--- config.mk ---
export PLATFORM = sky130hd
export DESIGN_NAME = ucode_sequencer
export DESIGN_NICKNAME = d
export VERILOG_FILES = /design/src/rtl/cpu_pkg.sv /design/src/rtl/irq_arbiter.sv /design/src/rtl/ucode_sequencer.sv
export SDC_FILE = /design/constraint.sdc
export NUM_CORES = 1
export LEC_CHECK = 0
export BUFFER_PORTS_ARGS = -buffer_cell sky130_fd_sc_hd__buf_4
export CAP_MARGIN = 20
export CORE_MARGIN = 2
export CORE_UTILIZATION = 49
export CTS_CLUSTER_SIZE = 14
export DETAILED_ROUTE_END_ITERATION = 10
export PLACE_DENSITY = 0.83
export SLEW_MARGIN = 20
export SYNTH_ARGS = -nofsm -noshare
export SYNTH_HDL_FRONTEND = slang
export SYNTH_SLANG_ARGS = --single-unit
--- constraint.sdc ---
create_clock -name clk -period 3.2 [get_ports clk]
set_input_delay 0.8 -clock clk [delete_from_list [all_inputs] [get_ports clk]]
set_output_delay 0.8 -clock clk [all_outputs]
set_load 0.01 [all_outputs]
--- src/rtl/cpu_pkg.sv ---
`default_nettype none
// ============================================================================
//  Module      : cpu_pkg
//  Description : Shared constants for the 6502 core. Holds the interrupt
//                vector selectors, the opcode used for injected BRK-style
//                sequences, and the bit layout of the PLA control word.
//  Revision    : 1.0 - initial release
// ============================================================================
package cpu_pkg;

  // Microcode geometry
  localparam int CTRL_W = 27;   // datapath control word width
  localparam int STEP_W = 3;    // microstep counter width

  // Opcode injected for RESET / NMI / IRQ sequences
  localparam logic [7:0] BRK_OP = 8'h00;

  // Vector selectors presented to the address generator
  localparam logic [1:0] VEC_RESET = 2'd0;
  localparam logic [1:0] VEC_NMI   = 2'd1;
  localparam logic [1:0] VEC_IRQ   = 2'd2;

  // Control-word bit indices; must match the column order of the PLA
  localparam int CB_PC_INC  = 0;   // increment program counter
  localparam int CB_PC_LOAD = 1;   // load PC from address bus latch
  localparam int CB_AB_PC   = 2;   // address bus sourced from PC
  localparam int CB_AB_ADL  = 3;   // address bus sourced from ADL/ADH
  localparam int CB_IR_LOAD = 4;   // latch instruction register
  localparam int CB_A_LOAD  = 5;   // accumulator write enable
  localparam int CB_X_LOAD  = 6;   // X index write enable
  localparam int CB_Y_LOAD  = 7;   // Y index write enable
  localparam int CB_S_LOAD  = 8;   // stack pointer write enable
  localparam int CB_P_LOAD  = 9;   // status register write enable
  localparam int CB_ALU_OP  = 10;  // first of four ALU operation bits
  localparam int CB_DB_SEL  = 14;  // first of four data-bus source bits
  localparam int CB_SB_SEL  = 18;  // first of four special-bus source bits
  localparam int CB_ADL_SEL = 22;  // first of two ADL source bits
  localparam int CB_ADH_SEL = 24;  // first of two ADH source bits
  localparam int RW_BIT     = 26;  // 1 = write cycle

endpackage : cpu_pkg
`default_nettype wire

--- src/rtl/irq_arbiter.sv ---
`default_nettype none
// ============================================================================
//  Module      : irq_arbiter
//  Description : Chooses the opcode and vector for the next instruction at an
//                instruction boundary. Holds the NMI edge detector, the NMI
//                pending flag and the reset-sequence flag.
//  Ports       : clk, rst_n         - falling-edge clock, async active-low reset
//                nmi, irq, irq_mask - interrupt request lines and P.I flag
//                insn               - opcode from the instruction register
//                boundary           - this negedge ends the current instruction
//                sel_op, sel_vec    - selected opcode / vector
//                rst_seq            - the reset sequence is still running
//  Revision    : 1.0 - initial release
// ============================================================================
module irq_arbiter #(
  parameter logic [7:0] BRK_OP = cpu_pkg::BRK_OP
) (
  input  logic       clk,
  input  logic       rst_n,
  input  logic       nmi,
  input  logic       irq,
  input  logic       irq_mask,
  input  logic [7:0] insn,
  input  logic       boundary,
  output logic [7:0] sel_op,
  output logic [1:0] sel_vec,
  output logic       rst_seq
);

  import cpu_pkg::*;

  logic r_nmi_q;
  logic r_nmi_pend;
  logic r_rst_pend;

  logic w_nmi_edge;
  logic w_nmi_req;
  logic w_take_nmi;

  // An edge seen on this very negedge may be injected immediately if the
  // negedge is also a boundary, so the request merges flag and edge.
  assign w_nmi_edge = nmi & ~r_nmi_q;
  assign w_nmi_req  = r_nmi_pend | w_nmi_edge;

  // Reset applies the reset entry of the priority list directly: the
  // sequencer comes out of reset already holding BRK_OP with the RESET
  // vector. The pending flag therefore stays up for the duration of that
  // sequence (it gates the forced-read window) and is retired at its
  // boundary, where selection falls through to the remaining entries.
  always_comb begin
    sel_op     = insn;
    sel_vec    = VEC_IRQ;
    w_take_nmi = 1'b0;
    if (w_nmi_req) begin
      sel_op     = BRK_OP;
      sel_vec    = VEC_NMI;
      w_take_nmi = 1'b1;
    end else if (irq && !irq_mask) begin
      sel_op  = BRK_OP;
      sel_vec = VEC_IRQ;
    end
  end

  assign rst_seq = r_rst_pend;

  // Edge detection runs on every negedge, stalled or not.
  always_ff @(negedge clk or negedge rst_n) begin
    if (!rst_n) begin
      r_nmi_q    <= 1'b0;
      r_nmi_pend <= 1'b0;
      r_rst_pend <= 1'b1;
    end else begin
      r_nmi_q <= nmi;
      if (boundary && w_take_nmi) begin
        // Serving an already pending NMI while a fresh edge arrives keeps the
        // flag set; serving a same-cycle edge leaves nothing behind.
        r_nmi_pend <= r_nmi_pend & w_nmi_edge;
      end else begin
        r_nmi_pend <= w_nmi_req;
      end
      if (boundary) begin
        r_rst_pend <= 1'b0;
      end
    end
  end

endmodule : irq_arbiter
`default_nettype wire

--- src/rtl/ucode_sequencer.sv ---
`default_nettype none
// ============================================================================
//  Module      : ucode_sequencer
//  Description : Microcode sequencer for the 6502 core. Counts microsteps,
//                picks the effective opcode at each instruction boundary and
//                registers the PLA control word onto the datapath strobes.
//                All state changes on the falling clock edge.
//  Ports       : clk, rst_n         - clock (negedge active), async reset
//                insn               - opcode from instruction-register bus
//                rdy                - 0 requests a stall on read cycles
//                nmi, irq, irq_mask - interrupt inputs
//                pla_ctrl, pla_last - PLA lookup for (op_eff, step)
//                op_eff, step       - PLA address
//                ctrl               - registered control word
//                vec_sel            - vector of the injected sequence
//                sync               - opcode-fetch cycle (step == 0)
//                step_err           - sticky step-overflow flag
//  Revision    : 1.0 - initial release
// ============================================================================
module ucode_sequencer #(
  parameter int         CTRL_W = cpu_pkg::CTRL_W,
  parameter int         STEP_W = cpu_pkg::STEP_W,
  parameter int         RW_BIT = cpu_pkg::RW_BIT,
  parameter logic [7:0] BRK_OP = cpu_pkg::BRK_OP
) (
  input  logic              clk,
  input  logic              rst_n,
  input  logic [7:0]        insn,
  input  logic              rdy,
  input  logic              nmi,
  input  logic              irq,
  input  logic              irq_mask,
  input  logic [CTRL_W-1:0] pla_ctrl,
  input  logic              pla_last,
  output logic [7:0]        op_eff,
  output logic [STEP_W-1:0] step,
  output logic [CTRL_W-1:0] ctrl,
  output logic [1:0]        vec_sel,
  output logic              sync,
  output logic              step_err
);

  import cpu_pkg::*;

  localparam logic [STEP_W-1:0] c_step_one = STEP_W'(1);
  localparam logic [STEP_W-1:0] c_step_max = {STEP_W{1'b1}};

  logic [STEP_W-1:0] r_step;
  logic [CTRL_W-1:0] r_ctrl;
  logic [7:0]        r_op_eff;
  logic [1:0]        r_vec_sel;
  logic              r_step_err;

  logic              w_advance;
  logic              w_step_max;
  logic              w_overflow;
  logic              w_boundary;
  logic              w_rst_seq;
  logic [7:0]        w_sel_op;
  logic [1:0]        w_sel_vec;
  logic [CTRL_W-1:0] w_ctrl_next;

  // The registered control word describes the cycle now on the bus, so its
  // rw bit decides whether rdy may stall it: writes always complete.
  assign w_advance  = rdy | r_ctrl[RW_BIT];
  assign w_step_max = (r_step == c_step_max);

  // Running off the end of the counter is treated as an implicit final step
  // so the machine always recovers to a fresh opcode.
  assign w_overflow = w_advance & w_step_max & ~pla_last;
  assign w_boundary = w_advance & (pla_last | w_step_max);

  // Reset sequence is read-only regardless of what the PLA says, so a
  // half-initialised stack pointer can never be written through.
  always_comb begin
    w_ctrl_next = pla_ctrl;
    if (w_rst_seq) begin
      w_ctrl_next[RW_BIT] = 1'b0;
    end
  end

  irq_arbiter #(
    .BRK_OP (BRK_OP)
  ) u_irq_arbiter (
    .clk      (clk),
    .rst_n    (rst_n),
    .nmi      (nmi),
    .irq      (irq),
    .irq_mask (irq_mask),
    .insn     (insn),
    .boundary (w_boundary),
    .sel_op   (w_sel_op),
    .sel_vec  (w_sel_vec),
    .rst_seq  (w_rst_seq)
  );

  always_ff @(negedge clk or negedge rst_n) begin
    if (!rst_n) begin
      r_step     <= '0;
      r_ctrl     <= '0;
      r_op_eff   <= BRK_OP;
      r_vec_sel  <= VEC_RESET;
      r_step_err <= 1'b0;
    end else if (w_advance) begin
      r_ctrl <= w_ctrl_next;
      if (w_boundary) begin
        r_step    <= '0;
        r_op_eff  <= w_sel_op;
        r_vec_sel <= w_sel_vec;
      end else begin
        r_step <= r_step + c_step_one;
      end
      if (w_overflow) begin
        r_step_err <= 1'b1;
      end
    end
  end

  assign op_eff   = r_op_eff;
  assign step     = r_step;
  assign ctrl     = r_ctrl;
  assign vec_sel  = r_vec_sel;
  assign sync     = (r_step == '0);
  assign step_err = r_step_err;

endmodule : ucode_sequencer
`default_nettype wire

# After elaboration in Yosys (flattened, before gate mapping)
# Index checks and enable logic that the tools add are counted.
word_totals:
  reg_bits: 44
  latch_bits: 0
  ramBits: 0
  mem_bits_ro: 0
  input_bits: 42
  output_inout_bits: 42
  word_cells: 33
  n_memories: 0
classes:
  add_sub_neg: 1
  multipliers: 0
  div_mod_pow: 0
  order_cmp: 0
  n_eq_ne: 1
  n_shift: 0
  n_mux: 7
  bitwise_logic: 10
  n_reduce_logical: 6
ops:
  columns: ["op", "count"]
  rows:
  - ["two-way mux 8 bit", 2]
  - ["AND 1 bit", 5]
  - ["AND reduction 2 bit", 2]
  - ["adder 3 x 1 -> 3 bit, second input constant", 1]
  - ["equality test 3 bit, second input constant", 1]
  - ["logical NOT 3 bit", 1]
  - ["two-way mux 1 bit", 3]
  - ["two-way mux 3 bit", 1]
  - ["bitwise OR 1 bit", 3]
  - ["logical AND 1 bit", 2]
  - ["two-way mux 2 bit", 1]
  - ["NOT 1 bit", 2]
  - ["logical NOT 1 bit", 1]

# Depth between registers and ports, before layout
# Gate-level depths: netlist (run 1).
depth:
  word_depth: 6
  ltp_mapped: 6
  depth_no_buf: 5

# By module
# A second synthesis (run 1) with hierarchy kept.
unflattened:
  cells_unflattened: 120
  area_unflattened_um2: 1924.3
modules_own_cells:
  columns: ["mod", "n_inst", "cells_per_inst", "area_each_um2", "seq_area_each_um2"]
  rows:
  - ["ucode_sequencer", 1, 97, 1644.1, 1026.0]
  - ["irq_arbiter", 1, 23, 280.3, 76.3]

==> results of run 1 <==
worst max path at each step:
stage | from | to | slack, ps | cells past startpoint
global route | step[0] | sync | -470 | 4
finish | step[0] | sync | -440 | 4
CTS | step[0] | sync | -350 | 4
floorplan | step[1] | sync | -10 | 3
detailed placement | rdy | ctrl[8] | -220 | 4
global placement | rdy | ctrl[10] | -180 | 4
placed cells by master (no fill, tap or decap):
cell type,Yosys,routed
inv_2,0,2
mux2_4,25,26
ha_1,3,2
ha_4,0,1
o21ai_1,8,8
and2_1,1,1
nor3b_1,1,1
o22a_2,1,1
dfstp_2,1,1
dfrtn_1,43,43
nor2b_4,0,1
bufinv_16,0,2
o22ai_1,1,1
maj3_1,1,1
o21bai_1,1,1
nor2_4,1,1
mux2_2,2,1
nand2b_1,1,1
inv_1,4,2
buf_12,0,3
nor2_1,2,2
clkbuf_8,0,5
a21o_1,1,1
buf_6,1,37
nor3_1,2,2
a22o_1,2,2
a211o_1,1,1
nor2b_1,2,1
buf_4,1,109
nand2_1,16,16
what timing repair did:
action / CTS / global route
gates resized for setup: 10 / 32
hold endpoints to repair: 0 / 0
setup endpoints to repair: 42 / 43
setup buffers: 43 / 18
sequential cells by signal, indices dropped and copies added (netlist names):
name and cells:
u_irq_arbiter.r_nmi_q 1, step_err 1, op_eff 8, u_irq_arbiter.rst_seq 1, vec_sel 2, u_irq_arbiter.r_nmi_pend 1
ctrl 27, step 3
kinds of logic (layout without fill, tap and decap cells):
| family | after synthesis | count (layout) |
|---|---|---|
| AOI/OAI and AO/OA | 15 | 15 |
| adders and majority gates | 4 | 4 |
| buffers and inverters | 9 | 160 |
| DFF | 44 | 44 |
| muxes | 27 | 27 |
| and+or+nand+nor | 26 | 26 |
cell type report:
type	count	area share
clock buffer	5	0.02092
clock inverter	3	0.01940
inverter	3	0.003423
multi-input combinational	72	0.2092
sequential	44	0.3351
tap	48	0.01826
timing repair buffer	149	0.3937
layer usage:
layer / vias to the layer above / part of all wire
met2: 92 / 0.52
met1: 817 / 0.39
met4: 0 / 0.028
li1: 723 / -
met3: 18 / 0.067
met5: - / 0
metrics by stage:
stage	TNS [ps]	worst slack, ps	std cells	total power [mW]	hold WS, ps
5_1_grt	-4414	-473.0	324	1.767	484.7
2_1_floorplan	-14.20	-14.20	125	0.8206	454.9
3_3_place_gp	-5101	-177.4	260	0.9929	426.0
3_5_place_dp	-6497	-219.6	260	1.008	436.4
6_report	-3349	-441.8	324	1.708	460.1
4_1_cts	-2450	-353.7	309	1.585	436.4
power by group:
group,internal [mW],total (mW),switching (mW)
Sequential,0.623,0.672,0.0489
Combinational,0.336,0.535,0.199
Clock,0.309,0.501,0.192
Total,1.27,1.71,0.440
==> metrics.cfg, run 1 <==
[critical_path]
path_cells = inv_2 > ha_4 > nor2b_4 > buf_6
critPathKind = reg -> out
crit_arrival_ps = 2840
max_stage_delay_ps = 460
cp_top_family = flip-flops
r2r_slack_ps = -160
path_max_fanout = 2
r2r_end = step[0]
start_kind = flop
worst-path-buf-inv = 2
cp-end-kind = primary output
required_ps = 2400
r2r_cells = 23
crit_slowest_cell = dfrtn_1
r2r-start = step[0]

[floorplan]
die_h_um = 65.21
io_pins = 84
initial_core_util = 0.5052
chipWidth_um = 65.21
rows = 22
core_mm2 = 0.003633
die_area_mm2 = 0.004252

[drt]
routed_wl_um = 6803
routed_via_density = 5.093
wl_per_cell_um = 21.00
drtIter0Drc = 49
drc = 0
dr.pass1.iters = 4
vias = 1650
ant_nets = 0

[worst_hold_path]
min_from = step_err
min_path_type = reg -> reg
hold_depth = 1
hold_end = step_err

[run]
maxCapViolCount = 0

[synth]
synth_seq_cells = 44
synth_top_area_cell = dfrtn_1
synthAdderAreaFrac = 0.02590
yosysTopAreaCellShare = 0.5862
synthesis.area_mm2 = 0.001836
synthArstFlopShare = 1.000
synth_top_family_by_area = multiplexers
synth.avg_cell_area_um2 = 14.68
synthTopCellsByArea = dfrtn_1 59%, mux2_4 20%, nand2_1 3.3%
synth-simple-area-share = 0.06612
synth_cell_types = 26
ys_warn_count = 0
syn_inst = 125
synth_compound_area_frac = 0.05317
synth_common_cells = 43 x dfrtn_1, 25 x mux2_4, 16 x nand2_1
synth_xor_xnor_area_share = 0
synth_fp_nets = 170
synth-edff-count = 0
ys_seq_area_frac = 0.6005
synth_mux_area_frac = 0.2168
synth-main-ff-cell = dfrtn_1
synth_most_common_cell = dfrtn_1

[power_and_ir_drop]
vdd_drop_max_v = 0.0004758
p_per_area_mw_per_mm2 = 519.1
leakage_nw = 1.713

[global_route]
grt_pass1_vias = 1697
grt_overflow_total = 0
use_met1 = 0.3608
grt_pass1_wl_um = 9142
use_met2 = 0.5242
grt_antenna_before_repair = 0
grt_max_degree = 20
met3_usage = 0.07021
grt.busiest_layer = met2
grt_util_all_layers = 0.2940

[finish]
nNetsFinal = 321
antenna-diode-count = 0
syn2layout_area_growth_pct = 79.21
fin_util = 0.9053
register_area_mm2 = 0.001102
multi_input_area_um2 = 688.2
finalInstanceArea_mm2 = 0.003289
layout-drive-gt1-share = 0.6884
fillerInstances = 130

[outcome]
violations = negative setup slack
status = finished with violations

[sta]
relSlewSlack = 0.6501
layout_setup_ws_ps = -441.8
fin_skew_ps = 47.16
final_hold_viol_count = 0
setup_viol = 45
grt_setup_unrepaired = true
maxSlewViolCount = 0
worst_slew_pin_slew_ps = 520.9

[place]
io_buffers = 83
place_area_mm2 = 0.002580
dp_hpwl_um = 3120
gp_congestion = 0.7493

[clocking]
cts_tree = built
root_buffer = clkbuf_8
cts_sinks = 44
cts_made_buffers = 5
cts_hold_repair.buffers = 0
cts.clk_slew.worst_paths_ps = 50
cts.path.max_buffers = 2
insertion_delay_ps = 340
h-tree-depth = 2

Note: power is estimated with default switching activity, not from simulation.
==> run 2, diff against run 1 <==
--- a/config.mk
+++ b/config.mk
@@ -16,3 +16,4 @@
 export SYNTH_ARGS = -nofsm -noshare
 export SYNTH_HDL_FRONTEND = slang
 export SYNTH_SLANG_ARGS = --single-unit
+export TNS_END_PERCENT = 20
==> run 2 against run 1 <==
  * The flow still finishes with violations (negative setup slack)
  * Sequential cell count unchanged
  * Clock power decreased by 3%
  * Register-to-register slack got worse by 170 ps
  * Count of clock-buffer cells in the layout unchanged
  * Via count decreased by 14%
  * Critical path depth unchanged
  * Design area decreased by 8.0%
  * Sequential share of layout area increased by 2.9 points
  * Wire length decreased by 27%
==> metrics.cfg, run 2 (same netlist as run 1, synthesis figures left out) <==
[floorplan]
rows = 22
io_pins = 84
core_mm2 = 0.003633
die_h_um = 65.21
chipWidth_um = 65.21
die_area_mm2 = 0.004252
initial_core_util = 0.5052

[finish]
syn2layout_area_growth_pct = 64.89
fin_cells = 294
antenna-diode-count = 0
finalInstanceArea_mm2 = 0.003027
largest_register_ffs = 27
layout_commonest_cell = buf_4
final_cell_mix = 89 x buf_4, 43 x dfrtn_1, 27 x buf_6
nNetsFinal = 291
multi_input_area_um2 = 688.2
register_area_mm2 = 0.001102
fillerInstances = 199
layout-drive-gt1-share = 0.6504

[power_and_ir_drop]
p_per_area_mw_per_mm2 = 525.1
power_mw = 1.589
vdd_drop_max_v = 0.0004029
leakage_nw = 1.553

[drt]
routed_wl_um = 4972
dr.pass1.iters = 4
drc = 0
ant_nets = 0
wl_per_cell_um = 16.91
vias = 1427
drtIter0Drc = 117
routed_via_density = 4.854

[critical_path]
cp_top_family = flip-flops
worst-path-buf-inv = 2
path_cells = inv_2 > ha_4 > nor2b_4 > buf_6
critPathKind = reg -> out
required_ps = 2400
crit_slowest_cell = dfrtn_1
start_kind = flop
path_max_fanout = 2
max_stage_delay_ps = 450
crit_arrival_ps = 2800
cp-end-kind = primary output

[place]
dp.cells = 260
dp_hpwl_um = 3120
gp_congestion = 0.7493
place_area_mm2 = 0.002580
dp_slack_ps = -219.6
io_buffers = 83

[sta]
final_hold_viol_count = 0
relSlewSlack = 0.7649
worst_slew_pin_slew_ps = 350.0
maxSlewViolCount = 0
layout_setup_ws_ps = -403.0
fin_skew_ps = 46.42
grt_setup_unrepaired = true
setup_viol = 43

[clocking]
cts.path.max_buffers = 2
cts.clk_slew.worst_paths_ps = 50
root_buffer = clkbuf_8
cts_made_buffers = 5
cts_hold_repair.buffers = 0
cts_tree = built
cts_sinks = 44
h-tree-depth = 2
insertion_delay_ps = 340

[worst_hold_path]
min_path_type = reg -> reg

[global_route]
grt_max_degree = 20
grt_overflow_total = 0
grt_pass1_wl_um = 7562
grt_antenna_before_repair = 0
grt_util_all_layers = 0.2389
grt_pass1_vias = 1501

[outcome]
status = finished with violations
violations = negative setup slack

[run]
maxCapViolCount = 0

-- run 2: cell count changes in the layout (fill, tap and decap cells not counted) --
cell / previous run / this run
buf_4: 109 / 89
buf_6: 37 / 27
-- run 2: per-layer routing --
| layer | global-route usage | wire length, um | up-vias | share of wire |
|---|---|---|---|---|
| li1 | - | - | 663 | - |
| met1 | 0.3014 | 1929 | 682 | 0.39 |
| met2 | 0.4069 | 2598 | 74 | 0.52 |
| met3 | 0.07021 | 369 | 8 | 0.074 |
| met4 | 0.05469 | 75 | 0 | 0.015 |
| met5 | 0 | 0 | - | 0 |
-- run 2: worst reg2reg max path: cells and delay by family (launching register included) --
family   cells  cell delay [ps]
buf+inv     22             2630
flops        1              450
mux          1              310
-- run 2: path summary, 6_finish.rpt --
path                            from        end  slack [ps]  cells past startpoint
max                          step[0]       sync        -400                      4
min                        op_eff[7]  op_eff[7]         430                      2
max reg2reg                  step[0]    step[0]        -330                     23
min reg2reg                op_eff[7]  op_eff[7]         430                      2
max in group asynchronous      rst_n  op_eff[7]         900                      2
min in group asynchronous      rst_n   ctrl[13]        1860                      1
-- run 2: timing repair --
action	in CTS	in global routing
setup buffers	26	4
endpoints found under the setup margin	42	43
resized for setup	11	21
pin swaps	0	0
-- run 2: area by class of cell --
cell class / count / share of cell area
multi-input cells: 72 / 0.2274
inverters: 3 / 0.003721
flip-flops and latches: 44 / 0.3642
well taps: 48 / 0.01984
clock inverters: 3 / 0.02108
repair buffers: 119 / 0.3411
clock buffers: 5 / 0.02274
-- run 2: power by group --
group | switching [mW] | internal [mW]
Clock | 0.177 | 0.309
Sequential | 0.0459 | 0.623
Combinational | 0.160 | 0.275
-- run 2: stage by stage --
stage	utilization	TNS, ps	hold slack, ps
floorplan	-	-14.20	454.9
global placement	0.7101	-5101	426.0
detailed placement	0.7101	-6497	436.4
CTS	0.8082	-2727	436.4
global route	0.8330	-4319	480.1
finish	0.8330	-2964	431.4
==> run 3, diff against run 2 <==
--- a/config.mk
+++ b/config.mk
@@ -8,12 +8,13 @@
 export BUFFER_PORTS_ARGS = -buffer_cell sky130_fd_sc_hd__buf_4
 export CAP_MARGIN = 20
 export CORE_MARGIN = 2
-export CORE_UTILIZATION = 49
+export CORE_UTILIZATION = 42
 export CTS_CLUSTER_SIZE = 14
 export DETAILED_ROUTE_END_ITERATION = 10
-export PLACE_DENSITY = 0.83
+export PLACE_DENSITY = 0.75
 export SLEW_MARGIN = 20
 export SYNTH_ARGS = -nofsm -noshare
 export SYNTH_HDL_FRONTEND = slang
+export SYNTH_HIERARCHICAL = 1
 export SYNTH_SLANG_ARGS = --single-unit
 export TNS_END_PERCENT = 20
==> constraint.sdc (replaced) <==
create_clock -name clk -period 3.27 [get_ports clk]
set_input_delay 0.8175 -clock clk [delete_from_list [all_inputs] [get_ports clk]]
set_output_delay 0.8175 -clock clk [all_outputs]
set_load 0.01 [all_outputs]
==> run 3 against run 2 <==
  * The run still ends with negative setup slack left
  * Critical path depth is the same
  * Final cell count shrank 5.8%
  * Area after synthesis grew 4.8%
  * Die area rose by 21%
  * Count of clock-buffer cells in the layout unchanged
  * Wire length is 16% lower
  * First-iteration DRC count is 62% lower
  * Design area fell by 2.5%
  * Critical path type unchanged
  * Critical endpoint unchanged
  * Largest cell class unchanged
==> metrics.cfg, run 3 <==
[power_and_ir_drop]
power.share.switching = 0.2537
comb_power_share = 0.264
vdd_drop_max_v = 0.0002612
internal-power_mw = 1.089
power.switching_mw = 0.3702
power_mw = 1.459
power_frac_seq = 0.453
p_per_area_mw_per_mm2 = 494.3
p_clk_frac = 0.283
leakage_nw = 1.445

[finish]
largest_register_ffs = 27
antenna-diode-count = 0
layout_commonest_cell = buf_4
syn2layout_area_growth_pct = 53.38
final_cell_mix = 81 x buf_4, 43 x dfrtn_1, 27 x mux2_2
layout-drive-gt1-share = 0.7378
fin_util = 0.6732
nNetsFinal = 269

[floorplan]
die_h_um = 71.69
core_mm2 = 0.004384
io_pins = 84
die_area_mm2 = 0.005139
chipWidth_um = 71.69
rows = 24
initial_core_util = 0.4389

[worst_hold_path]
min_path_type = reg -> reg

[place]
gp_congestion = 0.7013
io_buffers = 83
dp_hpwl_um = 2995

[clocking]
cts.path.max_buffers = 2
insertion_delay_ps = 350
cts.clk_slew.worst_paths_ps = 60
h-tree-depth = 2
cts_sinks = 44
cts_made_buffers = 5
cts_tree = built
root_buffer = clkbuf_8

[critical_path]
critPathKind = reg -> out
required_ps = 2450
crit_arrival_ps = 2820
path_max_fanout = 2
start_kind = flop
cp-end-kind = primary output

[run]
maxCapViolCount = 0

[synth]
synth-main-ff-cell = dfrtn_1
synthTopCellsByArea = dfrtn_1 56%, mux2_2 16%, mux2_4 7.0%
synth_fp_nets = 165
syn_inst = 120
synth_seq_cells = 44
synth-edff-count = 0
synth_top_area_cell = dfrtn_1
synth_common_cells = 43 x dfrtn_1, 27 x mux2_2, 9 x mux2_4
synthArstFlopShare = 1.000
yosysTopAreaCellShare = 0.5592
ys_seq_area_frac = 0.5728
ys_warn_count = 6
synthesis.area_mm2 = 0.001924
synth.avg_cell_area_um2 = 16.04
synth_cell_types = 23
synth_most_common_cell = dfrtn_1

[sta]
maxSlewViolCount = 0
relSlewSlack = 0.6455
setup_viol = 36
grt_setup_unrepaired = true
final_hold_viol_count = 0
worst_slew_pin_slew_ps = 531.8
fin_skew_ps = 53.06
layout_setup_ws_ps = -367.2

[drt]
ant_nets = 0
drc = 0
dr.pass1.iters = 4
drtIter0Drc = 44
routed_via_density = 4.744
vias = 1314
wl_per_cell_um = 15.11
routed_wl_um = 4185

[outcome]
violations = negative setup slack
status = finished with violations

[global_route]
grt_max_degree = 30
grt_antenna_before_repair = 0
grt_pass1_wl_um = 6658
grt_overflow_total = 0
grt_pass1_vias = 1378
grt_util_all_layers = 0.1673

## run 3: stage by stage
step	setup slack (ps)	instances	cell area, um2	setup TNS (ps)	hold WS (ps)
2_1_floorplan	-159.6	120	1934	-174.8	454.9
3_3_place_gp	-178.4	258	2669	-4732	426.7
3_5_place_dp	-193.0	258	2669	-5518	432.6
4_1_cts	-364.0	273	2858	-1744	436.4
5_1_grt	-406.2	277	2952	-2822	475.2
6_report	-367.2	277	2952	-1513	454.1
## run 3: path summary, 6_finish.rpt
check	startpoint	to	slack, ps	cells past startpoint
max in group asynchronous	rst_n	ctrl[0]	860	2
setup reg to reg	step[0]	vec_sel[1]	1250	8
hold reg to reg	ctrl[13]	ctrl[13]	450	1
hold / removal	ctrl[13]	ctrl[13]	450	1
setup / recovery	step[0]	sync	-370	4
min in group asynchronous	rst_n	step[2]	1960	1
## run 3: kinds of logic after synthesis
logic type	synth area share
DFF	0.5728
AOI/OAI and AO/OA	0.01951
muxes	0.2341
adders and majority gates	0.02536
buffers and inverters	0.04812
and+or+nand+nor	0.1001
## run 3: worst max-delay path: stages, from the launching register on
cell and delay (ps):
dfrtn_1 440, inv_2 60, ha_4 150, nor2b_4 120, buf_6 120
## run 3: power by group through the flow
stage | logic, mW | registers, mW | clock network (mW)
after floorplan | 0.135 | 0.684 | 0.00383
after global placement | 0.327 | 0.662 | 0.00383
after detailed placement | 0.337 | 0.666 | 0.00383
after CTS | 0.366 | 0.656 | 0.423
after global routing | 0.411 | 0.669 | 0.448
final | 0.386 | 0.660 | 0.413
## run 3: final cells by class
cell class | count | area [um2]
inverter | 4 | 15.01
tap | 52 | 65.06
clock buffer | 5 | 68.82
clock inverter | 4 | 46.29
multi-input combinational | 63 | 749.5
fill | 339 | 1433
timing repair buffer | 105 | 904.6
sequential | 44 | 1102
## run 3: routing by layer
metal | part of all wire | vias up | global-route usage
met5 | 0 | - | 0
met4 | 0.0069 | 0 | 0.03774
met3 | 0.080 | 3 | 0.04782
met2 | 0.52 | 56 | 0.2891
met1 | 0.39 | 631 | 0.2087
li1 | - | 624 | -
## run 3: repair_timing
item,in CTS,in global routing
hold buffers,0,0
resized for setup,6,19
setup endpoints to repair,40,42
hold endpoints to repair,0,0
pin swaps,0,0
buffers inserted,8,5
